==> src/rtl/alu_seq_exec_pkg.sv <==
// Shared op-code and state encodings for the ALU control decoder and the EX-stage unit.
package alu_seq_exec_pkg;

    typedef enum logic [2:0] {
        OpAnd = 3'b000,
        OpOr  = 3'b001,
        OpAdd = 3'b010,
        OpMul = 3'b011,
        OpSub = 3'b110
    } alu_op_e;

    typedef enum logic [1:0] {
        StIdle = 2'd0,
        StMul  = 2'd1,
        StDone = 2'd2
    } state_e;

    // True for the five codes the decoder can legally emit.
    function automatic logic is_legal_op(input logic [2:0] op);
        logic legal;
        case (op)
            OpAnd, OpOr, OpAdd, OpMul, OpSub: legal = 1'b1;
            default:                          legal = 1'b0;
        endcase
        return legal;
    endfunction

endpackage

==> src/rtl/alu_seq_exec_if.sv <==
// Request/response bundle between the pipeline control and the execution unit.
interface alu_seq_exec_if #(
    parameter int unsigned WIDTH = 32
);
    logic             valid_i;
    logic [2:0]       ALUCtrl_i;
    logic [WIDTH-1:0] data1_i;
    logic [WIDTH-1:0] data2_i;
    logic             kill_i;
    logic             ready_o;
    logic             done_o;
    logic [WIDTH-1:0] result_o;
    logic             zero_o;
    logic             err_o;

    modport master (
        output valid_i, ALUCtrl_i, data1_i, data2_i, kill_i,
        input  ready_o, done_o, result_o, zero_o, err_o
    );

    modport slave (
        input  valid_i, ALUCtrl_i, data1_i, data2_i, kill_i,
        output ready_o, done_o, result_o, zero_o, err_o
    );
endinterface

==> src/rtl/alu_seq_exec_seq_multiplier.sv <==
// Iterative unsigned shift-add multiplier, one partial product per cycle, WIDTH cycles.
module alu_seq_exec_seq_multiplier #(
    parameter int unsigned WIDTH = 32,
    parameter int unsigned CNT_W = 6
) (
    input  logic             clk_i,
    input  logic             rst_i,
    input  logic             start_i,
    input  logic             kill_i,
    input  logic [WIDTH-1:0] a_i,
    input  logic [WIDTH-1:0] b_i,
    output logic             done_o,
    output logic [WIDTH-1:0] product_o
);

    logic [WIDTH-1:0] mcand_q, mcand_d;
    logic [WIDTH-1:0] mplier_q, mplier_d;
    logic [WIDTH-1:0] acc_q, acc_d;
    logic [CNT_W-1:0] cnt_q, cnt_d;
    logic             busy_q, busy_d;
    logic [WIDTH-1:0] acc_step;
    logic             last;

    // Partial-product add for the current cycle; the final step's sum is the product.
    always_comb begin
        acc_step  = acc_q + (mplier_q[0] ? mcand_q : '0);
        last      = busy_q && (cnt_q == CNT_W'(WIDTH - 1));
        done_o    = last && !kill_i;
        product_o = acc_step;
    end

    // Next-state: load on start, otherwise shift one step while busy.
    always_comb begin
        mcand_d  = mcand_q;
        mplier_d = mplier_q;
        acc_d    = acc_q;
        cnt_d    = cnt_q;
        busy_d   = busy_q;
        if (start_i) begin
            mcand_d  = a_i;
            mplier_d = b_i;
            acc_d    = '0;
            cnt_d    = '0;
            busy_d   = 1'b1;
        end else if (busy_q) begin
            acc_d    = acc_step;
            mcand_d  = mcand_q << 1;
            mplier_d = mplier_q >> 1;
            cnt_d    = cnt_q + 1'b1;
            busy_d   = !(kill_i || last);
        end
    end

    // Datapath and counter registers.
    always_ff @(posedge clk_i or negedge rst_i) begin
        if (!rst_i) begin
            mcand_q  <= '0;
            mplier_q <= '0;
            acc_q    <= '0;
            cnt_q    <= '0;
            busy_q   <= 1'b0;
        end else begin
            mcand_q  <= mcand_d;
            mplier_q <= mplier_d;
            acc_q    <= acc_d;
            cnt_q    <= cnt_d;
            busy_q   <= busy_d;
        end
    end

endmodule

==> src/rtl/alu_seq_exec.sv <==
// EX-stage execution unit: single-cycle logic/add/sub, multi-cycle multiply, valid/ready/done.
module alu_seq_exec
    import alu_seq_exec_pkg::*;
#(
    parameter int unsigned WIDTH = 32,
    parameter int unsigned CNT_W = 6
) (
    input logic           clk_i,
    input logic           rst_i,
    alu_seq_exec_if.slave bus
);

    state_e           state_q, state_d;
    logic [WIDTH-1:0] result_q, result_d;
    logic             zero_q, zero_d;
    logic             err_q, err_d;
    logic             ready;
    logic             accept;
    logic             is_mul;
    logic             mul_done;
    logic [WIDTH-1:0] mul_product;
    logic [WIDTH-1:0] op_res;

    assign ready  = (state_q != StMul);
    assign accept = bus.valid_i && ready;
    assign is_mul = (bus.ALUCtrl_i == OpMul);

    alu_seq_exec_seq_multiplier #(
        .WIDTH(WIDTH),
        .CNT_W(CNT_W)
    ) u_mul (
        .clk_i    (clk_i),
        .rst_i    (rst_i),
        .start_i  (accept && is_mul),
        .kill_i   (bus.kill_i),
        .a_i      (bus.data1_i),
        .b_i      (bus.data2_i),
        .done_o   (mul_done),
        .product_o(mul_product)
    );

    // FSM state register.
    always_ff @(posedge clk_i or negedge rst_i) begin
        if (!rst_i) state_q <= StIdle;
        else        state_q <= state_d;
    end

    // FSM next state; kill only matters while multiplying and wins over completion.
    always_comb begin
        state_d = state_q;
        unique case (state_q)
            StMul: begin
                if (bus.kill_i)    state_d = StIdle;
                else if (mul_done) state_d = StDone;
            end
            default: begin
                if (accept) state_d = is_mul ? StMul : StDone;
                else        state_d = StIdle;
            end
        endcase
    end

    // FSM outputs.
    always_comb begin
        bus.ready_o  = ready;
        bus.done_o   = (state_q == StDone);
        bus.result_o = result_q;
        bus.zero_o   = zero_q;
        bus.err_o    = err_q;
    end

    // Result/flag next values: multiply completion or a single-cycle accept.
    always_comb begin
        result_d = result_q;
        zero_d   = zero_q;
        err_d    = err_q;
        op_res   = '0;
        case (bus.ALUCtrl_i)
            OpAnd:   op_res = bus.data1_i & bus.data2_i;
            OpOr:    op_res = bus.data1_i | bus.data2_i;
            OpAdd:   op_res = bus.data1_i + bus.data2_i;
            OpSub:   op_res = bus.data1_i - bus.data2_i;
            default: op_res = '0;
        endcase
        if (state_q == StMul) begin
            if (mul_done) begin
                result_d = mul_product;
                zero_d   = (mul_product == '0);
                err_d    = 1'b0;
            end
        end else if (accept && !is_mul) begin
            result_d = op_res;
            zero_d   = (op_res == '0);
            err_d    = !is_legal_op(bus.ALUCtrl_i);
        end
    end

    // Output registers.
    always_ff @(posedge clk_i or negedge rst_i) begin
        if (!rst_i) begin
            result_q <= '0;
            zero_q   <= 1'b1;
            err_q    <= 1'b0;
        end else begin
            result_q <= result_d;
            zero_q   <= zero_d;
            err_q    <= err_d;
        end
    end

endmodule

==> src/flat_wrapper.sv <==
// flat-port wrapper written by rule: the top's interface ports become plain ports
module alu_seq_exec_flat import alu_seq_exec_pkg::*;
#(
    parameter int unsigned WIDTH = 32,
    parameter int unsigned CNT_W = 6
)
  (clk_i, rst_i, bus_valid_i, bus_ALUCtrl_i, bus_data1_i, bus_data2_i, bus_kill_i, bus_ready_o, bus_done_o, bus_result_o, bus_zero_o, bus_err_o);
  alu_seq_exec_if #(.WIDTH(WIDTH)) bus_i ();
  input logic clk_i;
  input logic rst_i;
  input wire logic [$bits(bus_i.valid_i)-1:0] bus_valid_i;
  input wire logic [$bits(bus_i.ALUCtrl_i)-1:0] bus_ALUCtrl_i;
  input wire logic [$bits(bus_i.data1_i)-1:0] bus_data1_i;
  input wire logic [$bits(bus_i.data2_i)-1:0] bus_data2_i;
  input wire logic [$bits(bus_i.kill_i)-1:0] bus_kill_i;
  output wire logic [$bits(bus_i.ready_o)-1:0] bus_ready_o;
  output wire logic [$bits(bus_i.done_o)-1:0] bus_done_o;
  output wire logic [$bits(bus_i.result_o)-1:0] bus_result_o;
  output wire logic [$bits(bus_i.zero_o)-1:0] bus_zero_o;
  output wire logic [$bits(bus_i.err_o)-1:0] bus_err_o;
  assign bus_i.valid_i = bus_valid_i;
  assign bus_i.ALUCtrl_i = bus_ALUCtrl_i;
  assign bus_i.data1_i = bus_data1_i;
  assign bus_i.data2_i = bus_data2_i;
  assign bus_i.kill_i = bus_kill_i;
  assign bus_ready_o = bus_i.ready_o;
  assign bus_done_o = bus_i.done_o;
  assign bus_result_o = bus_i.result_o;
  assign bus_zero_o = bus_i.zero_o;
  assign bus_err_o = bus_i.err_o;
  alu_seq_exec #(.WIDTH(WIDTH), .CNT_W(CNT_W)) u_core (.clk_i(clk_i), .rst_i(rst_i), .bus(bus_i));
endmodule
==> config.mk <==
export PLATFORM = sky130hd
export DESIGN_NAME = alu_seq_exec_flat
export DESIGN_NICKNAME = d
export VERILOG_FILES = /design/src/rtl/alu_seq_exec_pkg.sv /design/src/rtl/alu_seq_exec_if.sv /design/src/rtl/alu_seq_exec_seq_multiplier.sv /design/src/rtl/alu_seq_exec.sv /design/src/flat_wrapper.sv
export SDC_FILE = /design/constraint.sdc
export NUM_CORES = 1
export LEC_CHECK = 0
export ABC_AREA = 0
export BUFFER_PORTS_ARGS = -buffer_cell sky130_fd_sc_hd__buf_2
export CAP_MARGIN = 20
export CORE_MARGIN = 3
export CORE_UTILIZATION = 30
export CTS_CLUSTER_DIAMETER = 50
export DETAILED_ROUTE_END_ITERATION = 6
export GPL_TIMING_DRIVEN = 0
export PLACE_DENSITY_LB_ADDON = 0.08
export SLEW_MARGIN = 30
export SYNTH_ARGS = -nofsm -noshare
export SYNTH_HDL_FRONTEND = slang
export SYNTH_SLANG_ARGS = --single-unit
==> constraint.sdc <==
create_clock -name clk_i -period 5.5 [get_ports clk_i]
set_clock_uncertainty 0.2 [all_clocks]
set_input_delay 0.275 -clock clk_i [delete_from_list [all_inputs] [get_ports clk_i]]
set_output_delay 0.275 -clock clk_i [all_outputs]
set_load 0.02 [all_outputs]
; ---- After elaboration in Yosys (flattened, before gate mapping)
; Cells that the tools add are included.
[op_classes]
eq_ne = 10
n_bitwise = 2
reduce_logical = 17
mux = 29
add_sub_neg = 4
[ops]
columns = operator, count
row1 = 32-bit two-way mux, 10
row2 = 32-bit one-hot mux with 4 select lines, 1
row3 = 32-bit adder, 2
row4 = 32-bit zero test, 2
row5 = 32-bit AND, 1
row6 = 32-bit bitwise OR, 1
row7 = 32-bit subtractor, 1
row8 = 6-bit two-way mux, 2
row9 = 1-bit two-way mux, 11
row10 = 2-bit two-way mux, 5
row11 = 6-bit by 1-bit adder with 6-bit output (second input constant), 1
row12 = 3-bit by 2-bit equality test with 1-bit output (second input constant), 2
row13 = 6-bit by 5-bit equality test with 1-bit output (second input constant), 1
row14 = 1-bit logical AND, 5
row15 = 5-bit OR reduction, 1
row16 = 1-bit zero test, 4
row17 = 2-bit by 1-bit != test with 1-bit output (second input constant), 2
row18 = 2-bit nonzero test, 2
row19 = 3-bit by 1-bit equality test with 1-bit output (second input constant), 1
row20 = 3-bit equality test (second input constant), 1
row21 = 3-bit zero test, 1
row22 = 3-bit by 2-bit != test with 1-bit output (second input constant), 1
row23 = 2-bit by 1-bit equality test with 1-bit output (second input constant), 1
row24 = 2-bit equality test (second input constant), 1
row25 = 2 further kinds, 2
[totals]
register_bits = 139
word_cells = 71
output_inout_bits = 36
inputBits = 71

; ---- Logic depth before layout (Yosys ltp)
; Gate-level depths: netlist of the first run.
[logic_depth]
ltp_word = 8
mapped_depth = 22
ltp_nobuf = 22

; ---- Cells and area by module
; From an unflattened synthesis of the first run, not the netlist that was laid out.
[hier_totals]
hier_cells = 1414
area_unflattened_um2 = 11733.8
[by_module_without_submodules]
columns = module, n_inst, seq_area_each_um2, area_per_inst_um2, cells_per_inst
row1 = alu_seq_exec_seq_multiplier, 1, 2577.5, 6785.3, 746
row2 = alu_seq_exec, 1, 902.1, 4948.5, 668

; ---- Worst setup path after synthesis of the first run
; No wires, ideal clock.
[synth_timing]
path_type = input-to-reg
start = input port bus_ALUCtrl_i[0]
end = register u_core.zero_q, in the netlist u_core.bus.zero_o
t_arrival_ns = 4.640
cell_stages = 20
path_slack_ns = 0.586
path_buffers = 5
cell_sequence = clkbuf_1 -> nor2b_1 -> clkbuf_1 -> clkbuf_1 -> buf_1 -> nand2_1 -> clkbuf_1 -> a21o_1 -> fa_1 -> nand2b_1 -> a21oi_1 -> o211ai_1 -> a211oi_1 -> o31ai_1 -> a32o_1 -> a211oi_1 -> nand4_1 -> nor4_1 -> nand4_1 -> o211ai_2
[synth_between]
elab_chain_cells = 5
elab_cells_between_ends = 13
classes_between = 4 x eq/ne / 3 x mux / 6 x reduce/logical
[synth_lines]
columns = item, line
row1 = start: declaration, flat_wrapper.sv:12  ; input wire logic [$bits(bus_i.ALUCtrl_i)-1:0] bus_ALUCtrl_i;
row2 = "3-bit equality test, or another cell as far along", alu_seq_exec.sv:78  ; case (bus.ALUCtrl_i)
row3 = 32-bit one-hot mux with 4 select lines or 1-bit zero test (tied branches), "alu_seq_exec.sv:78, alu_seq_exec.sv:91"
row4 = 32-bit zero test or 1-bit logical AND (tied branches), "alu_seq_exec.sv:93, alu_seq_exec.sv:91"
row5 = 1-bit two-way mux or 2-bit nonzero test (tied branches), --
row6 = 1-bit two-way mux or 2-bit AND reduction (tied branches), --
row7 = end signal: assignment, alu_seq_exec.sv:106  ; zero_q <= zero_d;
row8 = end: declaration, alu_seq_exec.sv:15  ; logic zero_q, zero_d;
; Several ways; a longest one is shown, not always the timed one. The select of a mux whose other input is x is not followed.
; A chain may end at the register's enable or synchronous reset.

; ---- Final worst setup path of the first run
[layout_timing]
start = input port bus_ALUCtrl_i[0]
end = register u_core.result_q[30], in the netlist u_core.bus.result_o[30]
[layout_between]
elab_chain_cells = 5
elab_cells_between_ends = 12
classes_between = 4 x eq/ne / 3 x mux / 5 x reduce/logical
[layout_lines]
columns = item, line
row1 = "parallel branches: the longest is 5 deep, another holds 32-bit one-hot mux with 4 select lines", --
row2 = end signal: assignment, alu_seq_exec.sv:105  ; result_q <= result_d;
row3 = end: declaration, alu_seq_exec.sv:14  ; logic [WIDTH-1:0] result_q, result_d;
; Parallel ways; which one is timed is not known. The select of a mux whose other input is x is not followed.

==> results of run 1 <==
==> per-layer routing <==
metal  vias up  global-route usage [%]
met1      5323                   29.96
li1       5371                       -
met5         -                       0
met4         2                   5.772
met2       252                   36.38
met3        49                   3.771
==> flip-flops by register name, summed over array words and instances, names as in the netlist, 2 cells and up <==
name	flops
u_core.u_mul.cnt_q	6
u_core.state_q	2
u_core.u_mul.mplier_q	32
u_core.u_mul.acc_q	32
u_core.bus.result_o	32
u_core.u_mul.mcand_q	32
==> placed cells by master (no fill, tap or decap), types with 41 or more instances in the layout <==
cell	netlist	routed
ha_1	66	66
dlygate4sd3_1	0	60
xnor2_1	48	48
nand2_1	172	171
buf_2	0	99
nor2_1	123	123
mux2i_1	96	96
o21ai_0	127	124
dfrtp_1	138	138
clkbuf_1	67	63
a21oi_1	90	89
and2_1	41	41
==> critical path: stages <==
cell and delay [ns]:
buf_2 0.10, clkbuf_1 0.28, nor2b_4 0.27, clkbuf_4 0.28, clkbuf_4 0.28, buf_2 0.32
nand2_2 0.23, clkbuf_4 0.32, nand2_1 0.10, xor2_1 0.16, ha_1 0.24, clkbuf_1 0.21
a21oi_1 0.29, o21bai_1 0.10, a21o_1 0.20, a31o_2 0.25, o31ai_1 0.41, a21oi_1 0.16
o21a_1 0.21, o21a_1 0.17, o31a_1 0.30, a211oi_1 0.37, a21o_1 0.12
==> cell type report <==
class / instances / area share (%)
tap: 504 / 4.572
clock buffer: 18 / 3.184
multi-input combinational: 1135 / 54.49
buffer: 77 / 2.277
timing repair buffer: 162 / 8.472
sequential: 139 / 25.23
clock inverter: 14 / 1.070
inverter: 26 / 0.7075
==> worst max path at each step <==
stage | start | end | slack, ns
floorplan | bus_ALUCtrl_i[0] | u_core.bus.zero_o$_DFFE_PN1P_ | 0.59
global route | bus_ALUCtrl_i[0] | u_core.bus.zero_o$_DFFE_PN1P_ | -0.15
finish | bus_ALUCtrl_i[0] | u_core.bus.result_o[30]$_DFFE_PN0P_ | 0.02
detailed placement | bus_ALUCtrl_i[0] | u_core.bus.zero_o$_DFFE_PN1P_ | -2.35
CTS | bus_ALUCtrl_i[0] | u_core.bus.zero_o$_DFFE_PN1P_ | 0.008
global placement | bus_ALUCtrl_i[0] | u_core.bus.zero_o$_DFFE_PN1P_ | -2.46
==> cells by family after synthesis <==
logic type / share of synthesized area, %
fa+ha+maj: 9.845
xor+xnor: 5.861
mux: 8.477
compound gates: 22.26
buf+inv: 3.510
simple gates: 19.35
flops: 30.70
==> what timing repair did <==
| item | in CTS | in global routing |
|---|---|---|
| hold buffers | 60 | 0 |
| pin swaps | 1 | 0 |
| resized for setup | 17 | 5 |
| buffers inserted | 1 | 0 |
| endpoints found under the hold margin | 149 | 0 |
| endpoints found under the setup margin | 29 | 4 |
==> power by group through the flow <==
stage,Combinational (mW),Sequential (mW),Clock (mW)
after floorplan,1.72,1.65,0
after global placement,2.43,1.67,0
after detailed placement,2.44,1.67,0
after CTS,2.49,1.66,1.23
after global routing,2.80,1.71,1.27
final,2.50,1.66,1.20
==> metrics by stage <==
step / setup WS [ns] / hold slack, ns
2_1_floorplan: 0.5857 / -0.2206
3_3_place_gp: -2.462 / 0.2567
3_5_place_dp: -2.346 / 0.01310
4_1_cts: 0.007787 / 0.006959
5_1_grt: -0.1519 / 0.06162
6_report: 0.02264 / 0.02199
==> impl_metrics.yaml, run 1 <==
critical_path:
  crit_arrival_ns: 5.67
  reg2reg_setup_slack_ns: 0.41
  start_kind: "input port"
  worstSetupPathType: "in -> reg"
  cp-end-kind: "flip-flop"
  reg2reg_depth: 14
  r2r-end: "u_core.bus.zero_o$_DFFE_PN1P_"
  rr_startpoint: "u_core.u_mul.mplier_q[0]$_DFFE_PN0P_"
  critical_path.max_fanout: 10
  crit_required_ns: 5.69
cells_and_area:
  diodes: 0
  final_util_pct: 37.32
  fillers: 3953
  multi_input_area_um2: 7516
  drive_gt1_share_pct: 10.69
  nets: 1697
  seq_area_um2: 3480
  post-route-cell-area_um2: 13790
  syn_to_final_growth_pct: 21.68
  fin_cells: 2075
power_and_ir_drop:
  fin_total_pwr_mw: 5.366
  power_density_nw_per_um2: 389.0
  swShare_pct: 43.24
  power.switching_mw: 2.320
  combinationalPowerShare_pct: 46.6
  p_int_mw: 3.046
  pwr-share-clk_pct: 22.5
  p_leak_nw: 5.906
  ir_drop_v: 0.0002440
  seqPwrFrac_pct: 30.9
yosys:
  syn_area_um2: 11340
  synthTopCellsByArea: "dfrtp_1 30%, mux2i_1 8.5%, ha_1 7.3%, nand2_1 5.7%, o21ai_0 5.6%"
  yosysTopAreaCellShare_pct: 30.46
  synth.avg_cell_area_um2: 8.232
  netlist-cell-type-count: 73
  synth_flop_cell: "dfrtp_1"
  synth.largest_area_cell: "dfrtp_1"
  ys_ff_latch: 139
  syn_inst: 1377
  synth-edff-count: 0
  synthArstFlopShare_pct: 100.0
  yosysSeqAreaShare_pct: 30.70
  synth_common_cells: "172 x nand2_1, 138 x dfrtp_1, 127 x o21ai_0"
  yosys_warnings: 0
  yosysMostFrequentCell: "nand2_1"
  syn_nets: 1516
drt:
  vias_per_cell: 5.300
  wl_met1_um: 21060
  wire_per_inst_um: 21.45
  vias: 10997
  drt-pass1-iter-count: 5
  drcViolationCount: 0
  ant_nets: 0
  dr.max_layer_used: "met5"
  wirelength_um: 44510
  met2WireLength_um: 20550
  met3_length_um: 1824
  drt_iter0_markers: 792
timing:
  final-max-slew-violation-count: 0
  relSlewSlack_pct: 32.54
  worst_slew_pin_slew_ns: 1.008
  tns_ns: 0
  min_period_over_period_pct: 99.59
  hold_viol_final: 0
  setup_viol: 0
  fmax_mhz: 182.6
  rsz0062_at_grt: "true"
  fin_crit_ns: 5.477
floorplanning:
  die_w_um: 200.4
  die_h_um: 200.4
  core_area_um2: 36960
  rows: 70
  die_area_um2: 40150
  io_pins: 107
  start_util_pct: 30.67
min_path:
  hold_depth: 3
  holdCritStartpoint: "bus_data2_i[22]"
  min_to: "u_core.u_mul.mplier_q[22]$_DFFE_PN0P_"
  hold_path.class: "in -> reg"
clock_tree:
  clk_latency_ns: 0.45
  clk_pin_slew_worst_paths_ns: 0.07
  clockBufferDepth: 2
  cts.sinks: 139
  ctsHtreeMaxLevel: 4
  cts_tree: "built"
  clockRootBuffer: "clkbuf_16"
  numCtsBuffers: 17
grt:
  grt_usage_pct: 22.03
  grt_pass1_wl_um: 68520
  grt_max_degree: 51
  grt_pass1_vias: 11213
  grt_antenna_before_repair: 1
  grt-ovfl-total: 0
placed_design:
  dp.cells: 1982
  dp_hpwl_um: 34810
  io_buffers: 99
  gp_congestion: 0.8889
  placed_area_um2: 12530
outcome:
  status: "finished, final reports clean"
flow_run:
  maxCapViolCount: 0
(Power assumes the default switching activity.)
==> run 2, diff against run 1 <==
- ABC_AREA: 0 -> 1
- CORE_ASPECT_RATIO: not set -> 1.75
- clock period: 5.5 -> 6.45 ns (I/O delays scaled with it)
==> impl_metrics.yaml, run 2 <==
outcome:
  status: "finished, final reports clean"
yosys:
  netlist-cell-type-count: 55
  syn_area_um2: 12280
  syn_nets: 2030
  synthTopCellsByArea: "dfrtp_1 28%, nand2_1 17%, inv_1 8.4%, ha_1 6.7%, nor2_1 5.3%"
  synth.avg_cell_area_um2: 6.492
  synth_common_cells: "546 x nand2_1, 275 x inv_1, 174 x nor2_1"
  yosys_warnings: 0
  ys_ff_latch: 139
  synth-edff-count: 0
  synth.largest_area_cell: "dfrtp_1"
  synth_flop_cell: "dfrtp_1"
  yosysTopAreaCellShare_pct: 28.13
  syn_inst: 1891
  synthArstFlopShare_pct: 100.0
  yosysMostFrequentCell: "nand2_1"
  yosysSeqAreaShare_pct: 28.34
drt:
  drt_iter0_markers: 758
  drt-pass1-iter-count: 5
  wirelength_um: 53750
  drcViolationCount: 0
  vias_per_cell: 4.887
  wl_met1_um: 20220
  wire_per_inst_um: 20.76
  vias: 12653
  ant_nets: 0
  dr.max_layer_used: "met4"
  met3_length_um: 1349
  met2WireLength_um: 29880
power_and_ir_drop:
  combinationalPowerShare_pct: 42.7
  p_int_mw: 2.474
  power.switching_mw: 1.784
  seqPwrFrac_pct: 30.4
  p_leak_nw: 7.508
  pwr-share-clk_pct: 27.0
  swShare_pct: 41.90
  ir_drop_v: 0.0001866
  power_density_nw_per_um2: 296.5
clock_tree:
  clk_latency_ns: 0.44
  cts_tree: "built"
  clockRootBuffer: "clkbuf_16"
  cts.sinks: 139
  postCtsSetupBuffers: 0
  numCtsBuffers: 17
  ctsHtreeMaxLevel: 4
  cts_hold_buf: 16
  clk_pin_slew_worst_paths_ns: 0.06
  ctsResizeCount: 0
  clockBufferDepth: 2
grt:
  grt_pass1_vias: 13007
  grt_usage_pct: 24.29
  grt_pass1_wl_um: 78980
  grt-ovfl-total: 0
  grt_antenna_before_repair: 0
  grt_max_degree: 78
cells_and_area:
  fin_cells: 2589
  layout_commonest_cell: "nand2_1"
  fillers: 4500
  nets: 2172
  seq_area_um2: 3480
  multi_input_area_um2: 7437
  drive_gt1_share_pct: 12.37
  layout_common_cells: "546 x nand2_1, 275 x inv_1, 174 x nor2_1, 138 x dfrtp_1, 116 x buf_2"
  diodes: 0
  syn_to_final_growth_pct: 16.95
floorplanning:
  die_w_um: 158.9
  core_area_um2: 40170
  io_pins: 107
  rows: 97
  die_h_um: 273.6
  die_area_um2: 43480
  start_util_pct: 30.56
placed_design:
  dp_hpwl_um: 45290
  gp_congestion: 0.9154
  dp.cells: 2542
  io_buffers: 106
critical_path:
  crit_required_ns: 6.63
  worstSetupPathType: "in -> reg"
  critical_path.max_fanout: 10
  crit_arrival_ns: 5.07
  cp_slowest_stage_delay_ns: 0.57
  cpMaxStageDelayCell: "clkbuf_1"
  start_kind: "input port"
  cp-end-kind: "flip-flop"
  reg2reg_setup_slack_ns: 2.45
  cp_common_cell: "nor2_1"
timing:
  setup_viol: 0
  min_period_over_period_pct: 75.87
  hold_viol_final: 0
  relSlewSlack_pct: 39.91
  rsz0062_at_grt: "false"
  fmax_mhz: 204.4
  final-max-slew-violation-count: 0
  tns_ns: 0
  worst_slew_pin_slew_ns: 0.9013
  fin_crit_ns: 4.893
flow_run:
  maxCapViolCount: 0
min_path:
  hold_path.class: "in -> reg"
run 2: cell types whose count changed after synthesis, moves of 30 or more:
cell,delta
nor2_1,+51
and2_1,-40
clkbuf_1,-30
nand2_1,+374
xnor2_1,-41
mux2i_1,-96
inv_1,+249
nand3_1,+88
run 2: metal layers:
metal	vias to the layer above	GRT usage, %
met5	-	0
met4	0	10.40
met3	83	1.953
met2	270	49.28
met1	5904	25.17
li1	6396	-
run 2: path summary, 6_finish.rpt:
| check | cells past startpoint | endpoint | from |
|---|---|---|---|
| setup / recovery | 27 | u_core.bus.zero_o$_DFFE_PN1P_ | bus_ALUCtrl_i[1] |
| hold / removal | 3 | u_core.u_mul.mcand_q[3]$_DFFE_PN0P_ | bus_data1_i[3] |
| setup reg to reg | 19 | u_core.bus.zero_o$_DFFE_PN1P_ | u_core.u_mul.mplier_q[0]$_DFFE_PN0P_ |
| hold reg to reg | 2 | u_core.bus.zero_o$_DFFE_PN1P_ | u_core.bus.zero_o$_DFFE_PN1P_ |
| max in group asynchronous | 3 | u_core.u_mul.acc_q[13]$_DFFE_PN0P_ | rst_i |
| min in group asynchronous | 2 | u_core.u_mul.acc_q[27]$_DFFE_PN0P_ | rst_i |
run 2: kinds of logic (layout without fill, tap and decap cells):
logic type,Yosys count,count (layout),share of synthesized area [%]
flops,139,139,28.34
buf+inv,352,506,11.08
simple gates,941,941,33.08
xor+xnor,44,44,3.139
fa+ha+maj,72,72,7.379
compound gates,343,343,16.98
run 2: per-stage QoR:
stage          setup slack [ns]  hold WS, ns  util, %  total power, mW  cell area (um^2)
2_1_floorplan             3.038      -0.1731        -            2.503             12280
3_3_place_gp              1.135       0.2556    33.58            3.097             13490
3_5_place_dp              1.141       0.1007    33.67            3.100             13530
4_1_cts                   1.587     0.001098    35.74            4.274             14360
5_1_grt                   1.281      0.02658    35.74            4.543             14360
6_report                  1.557      0.03191    35.74            4.257             14360
run 2: power by group through the flow:
stage	sequential, mW	clock, mW	combinational [mW]
after global placement	1.30	0	1.80
after global routing	1.32	1.20	2.02
final	1.29	1.15	1.82
after floorplan	1.30	0	1.20
after CTS	1.29	1.17	1.82
after detailed placement	1.30	0	1.80
run 2: final cells by class:
cell class	instances	area share, %
multi-input combinational	1400	51.80
sequential	139	24.24
inverter	298	7.791
timing repair buffer	123	5.072
tap	544	4.741
clock buffer	19	3.155
buffer	54	1.682
clock inverter	12	1.525
run 2: critical path: cells and delay by family:
family | cells | cell delay, ns
simple gates | 16 | 2.00
fa+ha+maj | 1 | 0.41
compound gates | 2 | 0.47
xor+xnor | 1 | 0.22
buf+inv | 7 | 1.63
